[src/rtl/div_pkg.sv]
// Shared types and defaults for the sequential-divider front panel controller.
// DIV_REM_DISPLAY_EN adds the REM display state.
package div_pkg;

  localparam int unsigned W_DEFAULT       = 4;
  localparam int unsigned TIMEOUT_DEFAULT = 16;

  typedef enum logic [2:0] {
    S_NUM  = 3'd0,
    S_DEN  = 3'd1,
    S_RUN  = 3'd2,
    S_QUOT = 3'd3,
`ifdef DIV_REM_DISPLAY_EN
    S_REM  = 3'd4,
`endif
    S_ERR  = 3'd5
  } state_t;

endpackage

[src/rtl/div_seq_ctrl_if.sv]
// Controller <-> divider datapath handshake: start/operands out, done/results back.
interface div_seq_ctrl_if #(
  parameter int unsigned W = div_pkg::W_DEFAULT
);
  logic         dp_start;
  logic [W-1:0] dp_num;
  logic [W-1:0] dp_den;
  logic         dp_done;
  logic [W-1:0] dp_quot;
  logic [W-1:0] dp_rem;

  modport master (output dp_start, dp_num, dp_den, input dp_done, dp_quot, dp_rem);
  modport slave  (input dp_start, dp_num, dp_den, output dp_done, dp_quot, dp_rem);
endinterface

[src/rtl/div_seq_ctrl_btn_sync.sv]
// Two-flop synchronizer for an active-low pushbutton plus a one-cycle press pulse
// on the synchronized 1->0 transition.
module btn_sync (
  input  logic clk,
  input  logic rst,
  input  logic btn,
  output logic press_c
);
  logic meta, sync, prev;

  // Reset to "released" so deasserting reset never looks like a press.
  always_ff @(posedge clk or posedge rst) begin
    if (rst) begin
      meta <= 1'b1;
      sync <= 1'b1;
      prev <= 1'b1;
    end else begin
      meta <= btn;
      sync <= meta;
      prev <= sync;
    end
  end

  assign press_c = prev & ~sync;
endmodule

[src/rtl/div_seq_ctrl.sv]
// Pushbutton front panel for a sequential divider: edit operands, launch, show results.
// DIV_REM_DISPLAY_EN enables the remainder display step after the quotient.
module div_seq_ctrl
  import div_pkg::*;
#(
  parameter int unsigned W       = W_DEFAULT,
  parameter int unsigned TIMEOUT = TIMEOUT_DEFAULT
) (
  input  logic          clk,
  input  logic          rst,
  input  logic          up,
  input  logic          down,
  input  logic          ok,
  output logic [W-1:0]  leds,
  div_seq_ctrl_if.master dp
);
  localparam int unsigned CW = $clog2(TIMEOUT + 1);

  state_t         state, next_state;
  logic [W-1:0]   edit, edit_d;
  logic [W-1:0]   num_d, den_d;
  logic [W-1:0]   quot, quot_d;
  logic [W-1:0]   leds_d;
  logic           start_d;
  logic [CW-1:0]  cnt, cnt_d;
  logic           up_p, down_p, ok_p;
`ifdef DIV_REM_DISPLAY_EN
  logic [W-1:0]   rem, rem_d;
`else
  logic           unused_rem;
  assign unused_rem = ^dp.dp_rem;
`endif

  btn_sync u_up   (.clk(clk), .rst(rst), .btn(up),   .press_c(up_p));
  btn_sync u_down (.clk(clk), .rst(rst), .btn(down), .press_c(down_p));
  btn_sync u_ok   (.clk(clk), .rst(rst), .btn(ok),   .press_c(ok_p));

  always_ff @(posedge clk or posedge rst) begin
    if (rst) state <= S_NUM;
    else     state <= next_state;
  end

  // Next state; ok outranks up/down, dp_done outranks the RUN timeout.
  always_comb begin
    next_state = state;
    case (state)
      S_NUM:  if (ok_p) next_state = S_DEN;
      S_DEN:  if (ok_p) next_state = (edit == '0) ? S_ERR : S_RUN;
      S_RUN: begin
        if (dp.dp_done)                   next_state = S_QUOT;
        else if (cnt == CW'(TIMEOUT - 1)) next_state = S_ERR;
      end
`ifdef DIV_REM_DISPLAY_EN
      S_QUOT: if (ok_p) next_state = S_REM;
      S_REM:  if (ok_p) next_state = S_NUM;
`else
      S_QUOT: if (ok_p) next_state = S_NUM;
`endif
      S_ERR:  if (ok_p) next_state = S_NUM;
      default: next_state = S_NUM;
    endcase
  end

  // Next values of the edit register, operands, captures, counter and display.
  always_comb begin
    edit_d  = edit;
    num_d   = dp.dp_num;
    den_d   = dp.dp_den;
    quot_d  = quot;
    start_d = 1'b0;
    cnt_d   = '0;
    leds_d  = '0;
`ifdef DIV_REM_DISPLAY_EN
    rem_d   = rem;
`endif
    case (state)
      S_NUM, S_DEN: begin
        if (ok_p) begin
          edit_d = '0;
          if (state == S_NUM) begin
            num_d = edit;
          end else if (edit != '0) begin
            den_d   = edit;
            start_d = 1'b1;
          end
        end else if (up_p && !down_p) begin
          edit_d = edit + W'(1);
        end else if (down_p && !up_p) begin
          edit_d = edit - W'(1);
        end
      end
      S_RUN: begin
        if (dp.dp_done) begin
          quot_d = dp.dp_quot;
`ifdef DIV_REM_DISPLAY_EN
          rem_d  = dp.dp_rem;
`endif
        end else begin
          cnt_d = cnt + CW'(1);
        end
      end
      default: ;
    endcase
    if (next_state == S_NUM && state != S_NUM) edit_d = '0;

    case (next_state)
      S_NUM, S_DEN: leds_d = edit_d;
      S_QUOT:       leds_d = quot_d;
`ifdef DIV_REM_DISPLAY_EN
      S_REM:        leds_d = rem_d;
`endif
      S_ERR:        leds_d = '1;
      default:      leds_d = '0;
    endcase
  end

  always_ff @(posedge clk or posedge rst) begin
    if (rst) begin
      edit        <= '0;
      quot        <= '0;
      cnt         <= '0;
      leds        <= '0;
      dp.dp_start <= 1'b0;
      dp.dp_num   <= '0;
      dp.dp_den   <= '0;
`ifdef DIV_REM_DISPLAY_EN
      rem         <= '0;
`endif
    end else begin
      edit        <= edit_d;
      quot        <= quot_d;
      cnt         <= cnt_d;
      leds        <= leds_d;
      dp.dp_start <= start_d;
      dp.dp_num   <= num_d;
      dp.dp_den   <= den_d;
`ifdef DIV_REM_DISPLAY_EN
      rem         <= rem_d;
`endif
    end
  end
endmodule

[src/flat_wrapper.sv]
// flat-port wrapper written by rule: the top's interface ports become plain ports
module div_seq_ctrl_flat import div_pkg::*;
#(
  parameter int unsigned W       = W_DEFAULT,
  parameter int unsigned TIMEOUT = TIMEOUT_DEFAULT
)
  (clk, rst, up, down, ok, leds, dp_dp_start, dp_dp_num, dp_dp_den, dp_dp_done, dp_dp_quot, dp_dp_rem);
  div_seq_ctrl_if #(.W(W)) dp_i ();
  input  logic clk;
  input  logic rst;
  input  logic up;
  input  logic down;
  input  logic ok;
  output logic [W-1:0] leds;
  output wire logic [$bits(dp_i.dp_start)-1:0] dp_dp_start;
  output wire logic [$bits(dp_i.dp_num)-1:0] dp_dp_num;
  output wire logic [$bits(dp_i.dp_den)-1:0] dp_dp_den;
  input wire logic [$bits(dp_i.dp_done)-1:0] dp_dp_done;
  input wire logic [$bits(dp_i.dp_quot)-1:0] dp_dp_quot;
  input wire logic [$bits(dp_i.dp_rem)-1:0] dp_dp_rem;
  assign dp_dp_start = dp_i.dp_start;
  assign dp_dp_num = dp_i.dp_num;
  assign dp_dp_den = dp_i.dp_den;
  assign dp_i.dp_done = dp_dp_done;
  assign dp_i.dp_quot = dp_dp_quot;
  assign dp_i.dp_rem = dp_dp_rem;
  div_seq_ctrl #(.W(W), .TIMEOUT(TIMEOUT)) u_core (.clk(clk), .rst(rst), .up(up), .down(down), .ok(ok), .leds(leds), .dp(dp_i));
endmodule
[config.mk]
export PLATFORM = sky130hd
export DESIGN_NAME = div_seq_ctrl_flat
export DESIGN_NICKNAME = d
export VERILOG_FILES = /design/src/rtl/div_pkg.sv /design/src/rtl/div_seq_ctrl_if.sv /design/src/rtl/div_seq_ctrl_btn_sync.sv /design/src/rtl/div_seq_ctrl.sv /design/src/flat_wrapper.sv
export SDC_FILE = /design/constraint.sdc
export NUM_CORES = 1
export LEC_CHECK = 0
export ABC_AREA = 1
export BUFFER_PORTS_ARGS = -buffer_cell sky130_fd_sc_hd__buf_2
export CORE_ASPECT_RATIO = 1.2
export CORE_MARGIN = 5
export CORE_UTILIZATION = 60
export CTS_CLUSTER_DIAMETER = 50
export DETAILED_ROUTE_END_ITERATION = 8
export GPL_ROUTABILITY_DRIVEN = 0
export GPL_TIMING_DRIVEN = 0
export PLACE_DENSITY = 0.9
export SLEW_MARGIN = 20
export SYNTH_ARGS = -nofsm -noshare
export SYNTH_HDL_FRONTEND = slang
export SYNTH_SLANG_ARGS = --single-unit
[constraint.sdc]
create_clock -name clk -period 3.3 [get_ports clk]
set_input_delay 0.495 -clock clk [delete_from_list [all_inputs] [get_ports clk]]
set_output_delay 0.495 -clock clk [all_outputs]
set_load 0.01 [all_outputs]
==> summary.md <==
| Metric | Value |
|---|---|
| Upper clock frequency limit | 547.2 MHz |
| Pin count of the biggest net entering global routing | 39 |
| Num Clock Sinks | 38 |
| Share of cells above drive strength 1 | 23.85% |
| Drt first pass iters | 4 |
| Final slew viol count | 0 |
| Static leakage power | 1.096 nW |
| Worst vdd ir | 0.0005181 V |
| Unrepaired setup endpoints after global routing | no |
| Most Frequent Cell on Critical Path | sky130_fd_sc_hd__nand2_1 |
| Initial standard-cell utilization of the core | 63.54% |
| TNS Setup | 0 ns |
| Final hold violation count | 0 |
| Switching share of power | 39.81% |
| Number of buffers inserted during clock tree synthesis | 5 |
| CTS root buf | sky130_fd_sc_hd__clkbuf_4 |
| Critical path fanouts, max | 4 |
| Top-area cell type share of the netlist area | 40.25% |
| Wire length per cell | 11.33 µm |
| Top cells by area in the synthesized netlist | sky130_fd_sc_hd__dfrtp_1 (40%), sky130_fd_sc_hd__dfstp_2 (13%), sky130_fd_sc_hd__nand2_1 (12%) |
| Cell type with the largest total area after synthesis | sky130_fd_sc_hd__dfrtp_1 |
| Clock Tree Buf Depth | 2 |
| Insertion delay to the later sink of the worst-skew pair | 0.34 ns |
| Number of H-tree levels | 2 |
| Number of vias per cell after detailed routing | 4.971 |
| Reg clk slew, reported paths | 0.11 ns |
| Number of synthesis warnings | 0 |
| Count of unresolved DRC violations after routing | 0 |
| Path type of the worst setup path | reg2reg |
| Post-route minimum period | 1.827 ns |
| Sequential fraction of the synthesis area | 53.37% |
| Die Ht | 70.05 µm |
| Data required time at the worst endpoint | 3.59 ns |
| Ant. Diodes | 0 |
| Floorplan core area | 2838 µm² |
| Transition time at the pin with the least slew margin | 0.7562 ns |
| Library cell contributing the largest single delay on the critical path | sky130_fd_sc_hd__dfrtp_1 |
| Growth of design area from synthesis to finish | 12.63% |
| Cts hold-fix bufs | 0 |
| Post-CTS Setup Repair Bufs | 0 |
| Initial antenna violation count | 0 |
| Overflow after GRT | 0 |
| Run status | finished, final reports clean |
| Number of input and output port buffers inserted | 22 |
| Largest delay contributor family on the critical path | simple AND/OR/NAND/NOR gates |
| MaxCap Viol Count | 0 |
| Cell-internal power | 986.0 µW |
| Number of global-route vias before repair | 1,323 |
| Startpoint Class | flop |
| Main flop type after synthesis | sky130_fd_sc_hd__dfrtp_1 |
| Floorplan row count | 21 |
| Wire length of the first global-routing pass | 5796 µm |
| Flip-flop and latch count after synthesis | 38 |
| DP HPWL | 2313 µm |
| Share of flip-flops with an asynchronous set or reset after synthesis | 100.0% |
| Library cells used by synthesis | 22 |
| Via Count | 1,357 |
| Number of enable-type register cells in the synthesized netlist | 0 |
| Wire length after detailed routing | 3094 µm |
| Count of endpoints failing setup in the final report | 0 |
| Number of I/O pins | 27 |
| Net count after synthesis | 228 |
| Net total in the final layout | 257 |
| Min-Delay Path Class | in2reg |
| Power share of the combinational group | 40.4% |
| Max stage delay on crit path | 0.41 ns |
| Most common cell after layout, fill and taps aside | sky130_fd_sc_hd__nand2_1 |
| Mapped Avg Cell Area | 8.627 µm² |
| Detailed Route Iter0 Violations | 50 |
| Clock network fraction of total power | 18.5% |
| Type of element capturing the critical path | flop |
| Cell Chain, Critical Path | ha_1 > and3_1 > ha_1 > o21ai_0 > nand2_1 > nand2_1 > nor2_2 > nor2_4 > nand2_1 > nand2_1 > inv_1 > nand2_1 |
| Cells after synthesis | 209 |
| Global router's overall resource usage | 18.25% |
| Remaining number of nets flagged by the antenna check after routing | 0 |
| TritonCTS clock tree | built |
| Maximum clock skew at final layout | 0.01101 ns |
| Portion of the clock cycle consumed by the worst path in the final layout | 55.37% |
| Post-synthesis instance area | 1803 µm² |
| Horizontal extent of the die | 60.04 µm |
| Core occupancy in the finished layout | 71.56% |
| Die area | 4206 µm² |
| Sequential cell fraction of total power | 41.1% |
| P per Cell Area | 806.8 nW/µm² |
| Worst Path Buf+Inv | 1 |
| Top library cells by usage in the layout, fill and taps aside | sky130_fd_sc_hd__nand2_1 (57), sky130_fd_sc_hd__inv_1 (31), sky130_fd_sc_hd__dfrtp_1 (29) |
| Post-cts repair resize count | 0 |
| Signal arrival time at the worst endpoint | 2.12 ns |
| Net switching component of the power | 652.3 µW |
| Headroom to the max-slew limit | 49.51% |
## metal layers
metal / track usage (%) / wire length [µm] / part of all wire (%) / vias up
met2: 28.13 / 1564 / 51 / 28
met4: 9.360 / 97 / 3.1 / 0
li1: - / - / - / 705
met1: 22.62 / 1270 / 41 / 613
met5: 0 / 0 / 0 / -
met3: 5.341 / 161 / 5.2 / 11
## metrics by stage
stage          cell area [µm²]  setup slack (ns)  hold slack, ns  cells  total power [mW]
6_report                  2031             1.473          0.2446    273             1.638
3_5_place_dp              1956             1.487          0.3469    265             1.347
2_1_floorplan             1803             1.637          0.3452    209             1.176
4_1_cts                   2031             1.463          0.2283    273             1.656
3_3_place_gp              1956             1.523          0.3461    265             1.322
5_1_grt                   2031             1.249          0.2186    273             1.797
## sequential cells by signal, summed over array words and instances, names as in the netlist
signal              count
u_core.u_ok.meta        1
u_core.u_up.sync        1
u_core.u_up.prev        1
u_core.dp.dp_den        4
u_core.state            3
u_core.cnt              5
u_core.u_down.prev      1
u_core.u_ok.sync        1
u_core.edit             4
u_core.u_up.meta        1
u_core.u_down.sync      1
u_core.quot             4
u_core.u_ok.prev        1
u_core.dp.dp_num        4
u_core.leds             4
u_core.dp.dp_start      1
u_core.u_down.meta      1
## path summary, 6_finish.rpt
| kind | from | endpoint | slack [ns] | cells past startpoint |
|---|---|---|---|---|
| max | u_core.cnt[0]$_DFF_PP0_ | u_core.leds[3]$_DFF_PP0_ | 1.47 | 12 |
| min | ok | u_core.u_ok.meta$_DFF_PP1_ | 0.24 | 1 |
| max reg2reg | u_core.cnt[0]$_DFF_PP0_ | u_core.leds[3]$_DFF_PP0_ | 1.47 | 12 |
| min reg2reg | u_core.u_down.meta$_DFF_PP1_ | u_core.u_down.sync$_DFF_PP1_ | 0.36 | 0 |
| max in group asynchronous | rst | u_core.leds[2]$_DFF_PP0_ | 2.54 | 2 |
| min in group asynchronous | rst | u_core.edit[3]$_DFF_PP0_ | 0.28 | 2 |
## power groups by stage
stage               Clock [mW]  Sequential (mW)  Combinational (mW)
floorplan                    0            0.703               0.473
global placement             0            0.677               0.645
detailed placement           0            0.682               0.664
CTS                      0.313            0.673               0.670
global route             0.336            0.686               0.776
finish                   0.303            0.673               0.662
## kinds of logic after synthesis
kind of cell	synth area share (%)
simple gates	28.11
flops	53.37
buf+inv	7.842
compound gates	5.273
fa+ha+maj	3.470
xor+xnor	1.943
## synth_stat cells, types with 2 or more instances
cell type	number
sky130_fd_sc_hd__nand3_1	11
sky130_fd_sc_hd__ha_1	5
sky130_fd_sc_hd__nor2_1	16
sky130_fd_sc_hd__nand4_1	6
sky130_fd_sc_hd__inv_2	4
sky130_fd_sc_hd__nor2_2	3
sky130_fd_sc_hd__a21oi_1	3
sky130_fd_sc_hd__nor2_4	6
sky130_fd_sc_hd__o21ai_0	15
sky130_fd_sc_hd__inv_1	32
sky130_fd_sc_hd__nand2_1	57
sky130_fd_sc_hd__dfrtp_1	29
sky130_fd_sc_hd__xor2_1	3
sky130_fd_sc_hd__dfstp_2	9
sky130_fd_sc_hd__nand2_2	2
sky130_fd_sc_hd__nand3_2	2
## layout make-up
class,count,area [µm²]
multi-input combinational,134,699.4
sequential,38,962.2
fill,246,807.0
clock buffer,7,45.04
tap,34,42.54
timing repair buffer,22,110.1
inverter,37,141.4
clock inverter,1,30.03
Note: power is estimated with default switching activity, not from simulation.
